**config.mk**
```make
export PLATFORM = sky130hd
export DESIGN_NAME = if_id_fetch_stage_flat
export DESIGN_NICKNAME = d
export VERILOG_FILES = /design/src/rtl/riscv_pkg.sv /design/src/rtl/if_id_fetch_stage_if.sv /design/src/rtl/if_id_fetch_stage_if_id_reg.sv /design/src/rtl/if_id_fetch_stage.sv /design/src/flat_wrapper.sv
export SDC_FILE = /design/constraint.sdc
export NUM_CORES = 1
export LEC_CHECK = 0
export ABC_AREA = 1
export CORE_UTILIZATION = 43
export DETAILED_ROUTE_END_ITERATION = 6
export PLACE_DENSITY = 0.87
export SYNTH_ARGS = -nofsm -noshare
export SYNTH_HDL_FRONTEND = slang
export SYNTH_SLANG_ARGS = --single-unit
```
**constraint.sdc**
```tcl
create_clock -name clk_i -period 6.2 [get_ports clk_i]
set_clock_uncertainty 0.05 [all_clocks]
set_input_delay 1.24 -clock clk_i [delete_from_list [all_inputs] [get_ports clk_i]]
set_output_delay 1.24 -clock clk_i [all_outputs]
set_load 0.01 [all_outputs]
```
**src/rtl/riscv_pkg.sv**
```systemverilog
// Shared RV32I constants and the IF/ID pipeline record used by the fetch stage.
package riscv_pkg;

    localparam int          XLEN      = 32;
    localparam logic [31:0] NOP_INSTR = 32'h0000_0013;
    localparam logic [31:0] PC_STEP   = 32'd4;

    localparam logic [6:0] OP_IMM    = 7'b0010011;
    localparam logic [6:0] OP_LOAD   = 7'b0000011;
    localparam logic [6:0] OP_BRANCH = 7'b1100011;

    typedef struct packed {
        logic [XLEN-1:0] pc;
        logic [XLEN-1:0] instr;
        logic            valid;
    } if_id_t;

    function automatic logic [31:0] sat_inc(input logic [31:0] v);
        return (v == 32'hFFFF_FFFF) ? v : v + 32'd1;
    endfunction

endpackage

```
**src/rtl/if_id_fetch_stage_if.sv**
```systemverilog
// Fetch-stage bus: control from hazard/ID logic, imem port, IF/ID view and perf counters.
interface if_id_fetch_stage_if;
    logic        start_i;
    logic        stall_i;
    logic        flush_i;
    logic [31:0] branch_target_i;
    logic [31:0] imem_addr_o;
    logic [31:0] imem_data_i;
    logic [31:0] id_pc_o;
    logic [31:0] id_instr_o;
    logic        id_valid_o;
    logic [4:0]  id_rs1_o;
    logic [4:0]  id_rs2_o;
    logic [6:0]  id_opcode_o;
    logic [31:0] perf_stall_o;
    logic [31:0] perf_flush_o;
    logic [31:0] perf_fetch_o;

    modport master (
        output start_i, stall_i, flush_i, branch_target_i, imem_data_i,
        input  imem_addr_o, id_pc_o, id_instr_o, id_valid_o,
        input  id_rs1_o, id_rs2_o, id_opcode_o,
        input  perf_stall_o, perf_flush_o, perf_fetch_o
    );

    modport slave (
        input  start_i, stall_i, flush_i, branch_target_i, imem_data_i,
        output imem_addr_o, id_pc_o, id_instr_o, id_valid_o,
        output id_rs1_o, id_rs2_o, id_opcode_o,
        output perf_stall_o, perf_flush_o, perf_fetch_o
    );
endinterface

```
**src/rtl/if_id_fetch_stage_if_id_reg.sv**
```systemverilog
// IF/ID pipeline latch: bubble beats load, otherwise holds.
module if_id_reg
    import riscv_pkg::*;
#(
    parameter logic [31:0] BUBBLE_INSTR = 32'h0000_0013
) (
    input  logic        clk_i,
    input  logic        rst_i,
    input  logic        bubble_i,
    input  logic        load_i,
    input  logic [31:0] pc_i,
    input  logic [31:0] instr_i,
    output if_id_t      q_o
);

    if_id_t q_q, q_d;

    always_comb begin
        q_d = q_q;
        if (bubble_i) begin
            q_d.pc    = 32'h0;
            q_d.instr = BUBBLE_INSTR;
            q_d.valid = 1'b0;
        end else if (load_i) begin
            q_d.pc    = pc_i;
            q_d.instr = instr_i;
            q_d.valid = 1'b1;
        end
    end

    always_ff @(posedge clk_i or posedge rst_i) begin
        if (rst_i) begin
            q_q.pc    <= 32'h0;
            q_q.instr <= BUBBLE_INSTR;
            q_q.valid <= 1'b0;
        end else begin
            q_q <= q_d;
        end
    end

    assign q_o = q_q;

endmodule

```
**src/rtl/if_id_fetch_stage.sv**
```systemverilog
// IF stage: PC register, next-PC mux and IF/ID register; priority flush > !start > stall > advance.
// Optional FETCH_PERF_CNT_EN adds saturating stall/flush/fetch counters; otherwise perf outputs are 0.
module if_id_fetch_stage #(
    parameter logic [31:0] RESET_PC  = 32'h0000_0000,
    parameter logic [31:0] NOP_INSTR = 32'h0000_0013
) (
    input  logic                  clk_i,
    input  logic                  rst_i,
    if_id_fetch_stage_if.slave    bus
);
    import riscv_pkg::*;

    logic [31:0] pc_q, pc_d;
    logic        advance, bubble;
    if_id_t      id_q;

    always_comb begin
        advance = bus.start_i && !bus.stall_i && !bus.flush_i;
        bubble  = bus.flush_i || !bus.start_i;
        pc_d    = pc_q;
        if (bus.flush_i) begin
            pc_d = bus.branch_target_i & ~32'h3;
        end else if (advance) begin
            pc_d = pc_q + PC_STEP;
        end
    end

    always_ff @(posedge clk_i or posedge rst_i) begin
        if (rst_i) begin
            pc_q <= RESET_PC;
        end else begin
            pc_q <= pc_d;
        end
    end

    if_id_reg #(
        .BUBBLE_INSTR (NOP_INSTR)
    ) u_if_id_reg (
        .clk_i    (clk_i),
        .rst_i    (rst_i),
        .bubble_i (bubble),
        .load_i   (advance),
        .pc_i     (pc_q),
        .instr_i  (bus.imem_data_i),
        .q_o      (id_q)
    );

    assign bus.imem_addr_o = pc_q;
    assign bus.id_pc_o     = id_q.pc;
    assign bus.id_instr_o  = id_q.instr;
    assign bus.id_valid_o  = id_q.valid;
    // Bubbles hold NOP_INSTR, whose register fields are x0, so hazard logic never stalls on them.
    assign bus.id_rs1_o    = id_q.instr[19:15];
    assign bus.id_rs2_o    = id_q.instr[24:20];
    assign bus.id_opcode_o = id_q.instr[6:0];

`ifdef FETCH_PERF_CNT_EN
    logic [31:0] perf_stall_q, perf_stall_d;
    logic [31:0] perf_flush_q, perf_flush_d;
    logic [31:0] perf_fetch_q, perf_fetch_d;

    always_comb begin
        perf_stall_d = perf_stall_q;
        perf_flush_d = perf_flush_q;
        perf_fetch_d = perf_fetch_q;
        if (bus.stall_i && !bus.flush_i && bus.start_i) perf_stall_d = sat_inc(perf_stall_q);
        if (bus.flush_i)                                perf_flush_d = sat_inc(perf_flush_q);
        if (advance)                                    perf_fetch_d = sat_inc(perf_fetch_q);
    end

    always_ff @(posedge clk_i or posedge rst_i) begin
        if (rst_i) begin
            perf_stall_q <= 32'h0;
            perf_flush_q <= 32'h0;
            perf_fetch_q <= 32'h0;
        end else begin
            perf_stall_q <= perf_stall_d;
            perf_flush_q <= perf_flush_d;
            perf_fetch_q <= perf_fetch_d;
        end
    end

    assign bus.perf_stall_o = perf_stall_q;
    assign bus.perf_flush_o = perf_flush_q;
    assign bus.perf_fetch_o = perf_fetch_q;
`else
    assign bus.perf_stall_o = 32'h0;
    assign bus.perf_flush_o = 32'h0;
    assign bus.perf_fetch_o = 32'h0;
`endif

endmodule
```
**src/flat_wrapper.sv**
```systemverilog
// flat-port wrapper written by rule: the top's interface ports become plain ports
module if_id_fetch_stage_flat import riscv_pkg::*;
#(
    parameter logic [31:0] RESET_PC  = 32'h0000_0000,
    parameter logic [31:0] NOP_INSTR = 32'h0000_0013
)
  (clk_i, rst_i, bus_start_i, bus_stall_i, bus_flush_i, bus_branch_target_i, bus_imem_data_i, bus_imem_addr_o, bus_id_pc_o, bus_id_instr_o, bus_id_valid_o, bus_id_rs1_o, bus_id_rs2_o, bus_id_opcode_o, bus_perf_stall_o, bus_perf_flush_o, bus_perf_fetch_o);
  if_id_fetch_stage_if bus_i ();
  input  logic clk_i;
  input  logic rst_i;
  input wire logic [$bits(bus_i.start_i)-1:0] bus_start_i;
  input wire logic [$bits(bus_i.stall_i)-1:0] bus_stall_i;
  input wire logic [$bits(bus_i.flush_i)-1:0] bus_flush_i;
  input wire logic [$bits(bus_i.branch_target_i)-1:0] bus_branch_target_i;
  input wire logic [$bits(bus_i.imem_data_i)-1:0] bus_imem_data_i;
  output wire logic [$bits(bus_i.imem_addr_o)-1:0] bus_imem_addr_o;
  output wire logic [$bits(bus_i.id_pc_o)-1:0] bus_id_pc_o;
  output wire logic [$bits(bus_i.id_instr_o)-1:0] bus_id_instr_o;
  output wire logic [$bits(bus_i.id_valid_o)-1:0] bus_id_valid_o;
  output wire logic [$bits(bus_i.id_rs1_o)-1:0] bus_id_rs1_o;
  output wire logic [$bits(bus_i.id_rs2_o)-1:0] bus_id_rs2_o;
  output wire logic [$bits(bus_i.id_opcode_o)-1:0] bus_id_opcode_o;
  output wire logic [$bits(bus_i.perf_stall_o)-1:0] bus_perf_stall_o;
  output wire logic [$bits(bus_i.perf_flush_o)-1:0] bus_perf_flush_o;
  output wire logic [$bits(bus_i.perf_fetch_o)-1:0] bus_perf_fetch_o;
  assign bus_i.start_i = bus_start_i;
  assign bus_i.stall_i = bus_stall_i;
  assign bus_i.flush_i = bus_flush_i;
  assign bus_i.branch_target_i = bus_branch_target_i;
  assign bus_i.imem_data_i = bus_imem_data_i;
  assign bus_imem_addr_o = bus_i.imem_addr_o;
  assign bus_id_pc_o = bus_i.id_pc_o;
  assign bus_id_instr_o = bus_i.id_instr_o;
  assign bus_id_valid_o = bus_i.id_valid_o;
  assign bus_id_rs1_o = bus_i.id_rs1_o;
  assign bus_id_rs2_o = bus_i.id_rs2_o;
  assign bus_id_opcode_o = bus_i.id_opcode_o;
  assign bus_perf_stall_o = bus_i.perf_stall_o;
  assign bus_perf_flush_o = bus_i.perf_flush_o;
  assign bus_perf_fetch_o = bus_i.perf_fetch_o;
  if_id_fetch_stage #(.RESET_PC(RESET_PC), .NOP_INSTR(NOP_INSTR)) u_core (.clk_i(clk_i), .rst_i(rst_i), .bus(bus_i));
endmodule
```
==> metrics.log, run 1 <==
[metrics] top-count cell post-synth: nand2_1
[metrics] Crit. End Element: flip-flop
[metrics] floorplan core area: 12000 sq um
[metrics] count of cells along the worst register-to-register path: 10
[metrics] setup repair after global routing missed its margin: false
[metrics] proportion of netlist area held by the largest area contributor: 42.5%
[metrics] endpoint of the worst hold-timing path: u_core.u_if_id_reg.q_o[52]
[metrics] Slew @ Worst Pin: 1.10 ns
[metrics] total via count after detailed routing: 4577
[metrics] Area Overhead vs Synth: 31.8%
[metrics] vertical die dimension: 113 um
[metrics] final-stage net count: 850
[metrics] # H-tree levels: 3
[metrics] Synth Instances: 629
[metrics] synth unique cells: 35
[metrics] register-to-register path setup slack: 4.28 ns
[metrics] share of synthesized area occupied by flip-flops and latches: 44.0%
[metrics] EDFF count, synth: 0
[metrics] max-cap violations: 0
[metrics] combined area of all synthesized cells: 5300 sq um
[metrics] sink count of the clock tree: 93
[metrics] post-synthesis area per instance: 8.42 sq um
[metrics] wire length per cell: 15.1 um
[metrics] proportion of layout cells with a drive suffix above 1: 5.35%
[metrics] Syn. warnings: 0
[metrics] highest cell delay on the worst timing path: 0.85 ns
[metrics] Initial Utilization: 44.1%
[metrics] Tightest Hold Check Type: reg2reg
[metrics] P_leak: 3.24 nW
[metrics] most frequent cells after synthesis: nand2_1, buf_4, dfrtp_1, inv_1, nor2_1
[metrics] Yosys top cell by area: dfrtp_1
[metrics] io pins: 279
[metrics] endpoints failing setup: 0
[metrics] crit-path cells: clkdlybuf4s50_1, inv_1, nand2_1, o311ai_0
[metrics] post-route fraction of the period consumed by the critical path: 56.4%
[metrics] async set-or-reset flop fraction in the synthesized netlist: 100%
[metrics] status: completed
[metrics] chip width: 113 um
[metrics] largest delay contributor family on the critical path: buffers and inverters
[metrics] Antenna Violating Nets Remaining: 0
[metrics] Setup Buffers After CTS: 0
[metrics] number of buffers inserted for hold repair after clock tree synthesis: 0
[metrics] remaining global-route overflow: 0
[metrics] final-layout fill cell count: 997
[metrics] wire length of the first global-routing pass: 22.4 mm
[metrics] highest attainable clock frequency: 286 MHz
[metrics] Root Driver: clkbuf_16
[metrics] Clock Tree Buf Depth: 2
[metrics] via count of the first global-routing pass: 4245
[metrics] Die Area: 12800 sq um
[metrics] Gates resized, CTS repair: 0
[metrics] hold violation count in the final report: 0
[metrics] IO Port Bufs: 176
[metrics] Slew headroom: 26.3%
[metrics] post-detail-place hpwl: 10.2 mm
[metrics] highest net fanout along the worst path: 33
[metrics] FF-to-FF Start: u_core.bus.imem_addr_o[2]
[metrics] count of antenna diodes in the layout: 0
[metrics] cell with the biggest individual delay on the critical path: nand2_1
[metrics] final setup TNS: 0 ns
[metrics] clk_lat worst skew: 0.34 ns
[metrics] CP bufs+invs: 2
[metrics] top post-synthesis cells by area: dfrtp_1, buf_4, nand2_1
[metrics] power per standard cell area: 223 nW/um^2
[metrics] iteration count of the initial detailed-routing pass: 5
[metrics] WL final: 14.0 mm
[metrics] number of antenna violations at the first check in global routing: 0
[metrics] number of synthesized register bits: 93
[metrics] dominant synthesized flop cell: dfrtp_1
[metrics] # DRC: 0
[metrics] clock slew at reported path FFs: 0.07 ns
[metrics] data required time at the worst endpoint: 6.37 ns
[metrics] classification of the worst setup path: in2reg
[metrics] DRT iter0 DRCs: 407
[metrics] maximum number of pins on one net before global-route repair: 61
[metrics] TritonCTS clock tree: built
[metrics] Tot GR Track Use: 22.5%
[metrics] RD Place Congestion: 0.860
[metrics] highest ir drop seen on vdd: 163 uV
[metrics] crit start category: input pin
[metrics] number of slew-limit violations in the final report: 0
[metrics] worst path arrival time: 3.67 ns
[metrics] Vias per Instance: 4.91
[metrics] critical hold path startpoint: u_core.u_if_id_reg.q_o[52]
[metrics] TritonCTS Buffers: 9
[metrics] standard-cell row count: 40
[metrics] Crit Reg-Reg Endpoint: u_core.bus.imem_addr_o[26]
[metrics] Overall Power: 1.56 mW
[metrics] Hold Crit Depth: 2
[metrics] final critical delay including setup and external delays: 3.50 ns
-- per-stage QoR --
step / hold slack [ns] / setup slack (ns) / instances / area [sq um] / utilization, %
detailed placement: 0.414 / 2.31 / 916 / 6670 / 55.5
finish: 0.429 / 2.70 / 932 / 6980 / 58.1
global placement: 0.408 / 2.41 / 916 / 6670 / 55.5
floorplan: 0.459 / 2.49 / 728 / 5670 / -
global route: 0.460 / 2.42 / 932 / 6980 / 58.1
CTS: 0.436 / 2.65 / 932 / 6980 / 58.1
-- layer usage --
metal | vias to the layer above | wire, um | global-route usage, %
li1 | 2152 | - | -
met1 | 2151 | 5680 | 28.4
met2 | 248 | 6680 | 37.0
met3 | 26 | 1300 | 5.20
met4 | 0 | 375 | 10.3
met5 | - | 0 | 0
-- worst max path at each step --
stage	startpoint	end	cells after the start
6_report	bus_flush_i	u_core.bus.imem_addr_o[9]	4
5_1_grt	bus_flush_i	u_core.bus.imem_addr_o[9]	4
4_1_cts	bus_flush_i	u_core.bus.imem_addr_o[9]	4
3_5_place_dp	bus_flush_i	u_core.bus.imem_addr_o[9]	4
3_3_place_gp	bus_flush_i	u_core.bus.imem_addr_o[9]	4
2_1_floorplan	rst_i	u_core.bus.imem_addr_o[10]	1
-- cell usage in the layout, fill, tap and decap left out, types with 10 or more instances in the layout --
cell type        synthesis  layout
clkdlybuf4s50_1          0     176
nand2_1                140     140
conb_1                   1     100
dfrtp_1                 90      90
inv_1                   49      48
nor2_1                  42      42
nand3_1                 41      41
a22o_1                  31      31
o21ai_0                 28      28
o211ai_1                11      11
nand4_1                 10      10
-- flip-flops by register name, summed over array words and instances, names as in the netlist --
signal                  cells
u_core.u_if_id_reg.q_o     63
u_core.bus.imem_addr_o     30
-- final cells by class --
class                      instances  area, sq um  area share [%]
clock buffer                      10          239            3.42
clock inverter                     6         68.8           0.986
inverter                          51          194            2.78
multi-input combinational        445         2170            31.1
sequential                        93         2330            33.4
tap                              147          184            2.64
timing repair buffer             180         1790            25.7
-- report_power, final --
part	internal, mW	total, mW	switching [mW]
sequential	0.643	0.690	0.0469
combinational	0.139	0.298	0.159
clock	0.327	0.570	0.242
-- cells by family (layout without fill, tap and decap cells) --
logic type | Yosys count | in the layout | synth area share (%)
flip-flops | 93 | 93 | 44.0
other | 1 | 100 | 0.0708
buffers and inverters | 190 | 247 | 22.2
AND/OR/NAND/NOR | 255 | 255 | 21.1
adder cells (fa/ha/maj) | 1 | 1 | 0.236
AO/OA/AOI/OAI | 87 | 87 | 12.0
XOR/XNOR | 2 | 2 | 0.331
-- worst reg2reg max path: cells and delay by family, from the launching register on --
family | cells | cell delay [ns]
flops | 1 | 0.47
simple gates | 9 | 1.03
fa+ha+maj | 1 | 0.25
Power figures use the tool's default switching activity.
==> run 2, diff against run 1 <==
--- a/config.mk
+++ b/config.mk
@@ -6,9 +6,9 @@
 export NUM_CORES = 1
 export LEC_CHECK = 0
 export ABC_AREA = 1
-export CORE_UTILIZATION = 43
+export CORE_UTILIZATION = 36
 export DETAILED_ROUTE_END_ITERATION = 6
-export PLACE_DENSITY = 0.87
+export PLACE_DENSITY = 0.77
 export SYNTH_ARGS = -nofsm -noshare
 export SYNTH_HDL_FRONTEND = slang
 export SYNTH_SLANG_ARGS = --single-unit
==> constraint.sdc (replaced) <==
create_clock -name clk_i -period 2.9 [get_ports clk_i]
set_clock_uncertainty 0.05 [all_clocks]
set_input_delay 0.58 -clock clk_i [delete_from_list [all_inputs] [get_ports clk_i]]
set_output_delay 0.58 -clock clk_i [all_outputs]
set_load 0.01 [all_outputs]
==> run 2 against run 1 <==
  * Final area up 1.2%
  * Total power is 110% higher
  * Hold slack worse by 0.010 ns
  * Global-route usage down 3.3 points
  * Flip-flop and latch count did not move
  * Critical endpoint is now u_core.bus.imem_addr_o[29]
  * Largest cell class unchanged
  * Largest power group unchanged
==> metrics.log, run 2 (same netlist as run 1, synthesis figures left out) <==
[metrics] status: completed
[metrics] max reg flops: 63
[metrics] # DRC: 0
[metrics] P_leak: 3.26 nW
[metrics] floorplan core area: 14100 sq um
[metrics] number of buffers inserted for hold repair after clock tree synthesis: 0
[metrics] via count of the first global-routing pass: 4133
[metrics] Tightest Hold Check Type: reg2reg
[metrics] clk_lat worst skew: 0.34 ns
[metrics] TritonCTS clock tree: built
[metrics] largest delay contributor family on the critical path: buffers and inverters
[metrics] post-detail-place hpwl: 11.1 mm
[metrics] register-to-register path setup slack: 1.03 ns
[metrics] Setup Buffers After CTS: 0
[metrics] Vias per Instance: 4.68
[metrics] post-layout util: 50.1%
[metrics] Hold Crit Depth: 2
[metrics] number of slew-limit violations in the final report: 0
[metrics] Die Area: 15200 sq um
[metrics] cell with the biggest individual delay on the critical path: clkdlybuf4s50_1
[metrics] total via count after detailed routing: 4553
[metrics] Antenna Violating Nets Remaining: 0
[metrics] final setup TNS: 0 ns
[metrics] Gates resized, CTS repair: 0
[metrics] Switching Share: 29.3%
[metrics] NetSw: 0.945 mW
[metrics] Seq pwr share: 45.7%
[metrics] crit start category: input pin
[metrics] proportion of layout cells with a drive suffix above 1: 5.93%
[metrics] io pins: 279
[metrics] chip width: 123 um
[metrics] critical hold path startpoint: u_core.u_if_id_reg.q_o[52]
[metrics] highest ir drop seen on vdd: 359 uV
[metrics] crit-path cells: clkdlybuf4s50_1, inv_2, nand2_2, inv_1, nand2_1, buf_4, nor2_1, nand3_1, nand3b_1
[metrics] RD Place Congestion: 0.922
[metrics] IO Port Bufs: 176
[metrics] hold violation count in the final report: 0
[metrics] FF-to-FF Start: u_core.bus.imem_addr_o[2]
[metrics] post-route fraction of the period consumed by the critical path: 72.7%
[metrics] Slew headroom: 63.4%
[metrics] Area Overhead vs Synth: 33.4%
[metrics] most common cell after layout, fill and taps aside: clkdlybuf4s50_1
[metrics] Initial Utilization: 37.6%
[metrics] DRT iter0 DRCs: 300
[metrics] standard-cell row count: 43
[metrics] vertical die dimension: 123 um
[metrics] remaining global-route overflow: 0
[metrics] CP bufs+invs: 4
[metrics] power per standard cell area: 457 nW/um^2
[metrics] highest net fanout along the worst path: 15
[metrics] Slew @ Worst Pin: 0.548 ns
[metrics] most frequent cells in the layout: clkdlybuf4s50_1, nand2_1, conb_1, dfrtp_1, inv_1
[metrics] final-stage net count: 857
[metrics] # H-tree levels: 3
[metrics] Crit Reg-Reg Endpoint: u_core.bus.imem_addr_o[26]
[metrics] max-cap violations: 0
[metrics] CP Depth: 9
[metrics] proportion of power drawn by the clock network: 34.1%
[metrics] Crit. End Element: flip-flop
[metrics] part of the total power dissipated in combinational logic: 20.1%
[metrics] WL final: 14.8 mm
[metrics] highest attainable clock frequency: 474 MHz
[metrics] clock slew at reported path FFs: 0.06 ns
[metrics] Clock Tree Buf Depth: 2
[metrics] iteration count of the initial detailed-routing pass: 4
[metrics] Tot GR Track Use: 19.2%
[metrics] final critical delay including setup and external delays: 2.11 ns
[metrics] internal power component: 2.28 mW
[metrics] maximum number of pins on one net before global-route repair: 94
[metrics] sink count of the clock tree: 93
[metrics] endpoint of the worst hold-timing path: u_core.u_if_id_reg.q_o[52]
[metrics] TritonCTS Buffers: 9
[metrics] setup repair after global routing missed its margin: false
[metrics] count of cells along the worst register-to-register path: 10
[metrics] Root Driver: clkbuf_16
[metrics] highest cell delay on the worst timing path: 0.48 ns
[metrics] data required time at the worst endpoint: 3.07 ns
[metrics] worst path arrival time: 2.28 ns
[metrics] classification of the worst setup path: in2reg
[metrics] number of antenna violations at the first check in global routing: 1
[metrics] wire length per cell: 15.3 um
[metrics] count of antenna diodes in the layout: 0
[metrics] wire length of the first global-routing pass: 22.3 mm
[metrics] endpoints failing setup: 0
[metrics] hold slack final: 0.418 ns
==> run 2: changes by cell type in the layout (fill, tap and decap cells not counted) <==
cell and delta:
buf_4 +5, buf_12 +2, clkbuf_1 +2, clkinv_2 +1, bufinv_16 -1, inv_6 -3, inv_4 -1, clkinvlp_4 +2
==> run 2: per-stage QoR <==
step | instance area (sq um) | power, mW | std cells | setup WS (ns)
after floorplan | 5670 | 1.89 | 728 | 1.18
after CTS | 7060 | 3.25 | 972 | 0.782
final | 7060 | 3.23 | 972 | 0.790
after detailed placement | 6790 | 2.15 | 956 | 0.414
after global routing | 7060 | 3.39 | 972 | 0.621
after global placement | 6790 | 2.14 | 956 | 0.469
==> run 2: worst max-delay path by stage <==
stage / startpoint / to
5_1_grt: bus_stall_i / u_core.bus.imem_addr_o[30]
3_3_place_gp: bus_stall_i / u_core.bus.imem_addr_o[29]
2_1_floorplan: rst_i / u_core.bus.imem_addr_o[10]
6_report: bus_stall_i / u_core.bus.imem_addr_o[29]
4_1_cts: bus_stall_i / u_core.bus.imem_addr_o[29]
3_5_place_dp: bus_stall_i / u_core.bus.imem_addr_o[29]
==> run 2: cell type report <==
cell class                 count  area [sq um]
fill                        1353          7030
sequential                    93          2330
multi-input combinational    445          2170
tap                          180           225
clock inverter                 4          25.0
clock buffer                  12           246
timing repair buffer         187          1870
inverter                      51           195
==> run 2: power by group through the flow <==
stage / Clock, mW / Sequential, mW / Combinational [mW]
2_1_floorplan: 0 / 1.51 / 0.384
3_3_place_gp: 0 / 1.50 / 0.645
3_5_place_dp: 0 / 1.50 / 0.652
4_1_cts: 1.12 / 1.48 / 0.655
5_1_grt: 1.18 / 1.49 / 0.713
6_report: 1.10 / 1.48 / 0.650
==> run 2: per-layer routing <==
metal	share of wire, %	vias to the layer above	global-route usage [%]
li1	-	2165	-
met1	40	2157	24.4
met2	49	216	31.8
met3	10	15	6.00
met4	1.0	0	4.74
met5	0	-	0
==> run 2: tightest hold or removal path, stage by stage, from the launching register on <==
cell	delay [ns]
dfrtp_1	0.34
nand2_1	0.05
nand2_1	0.04
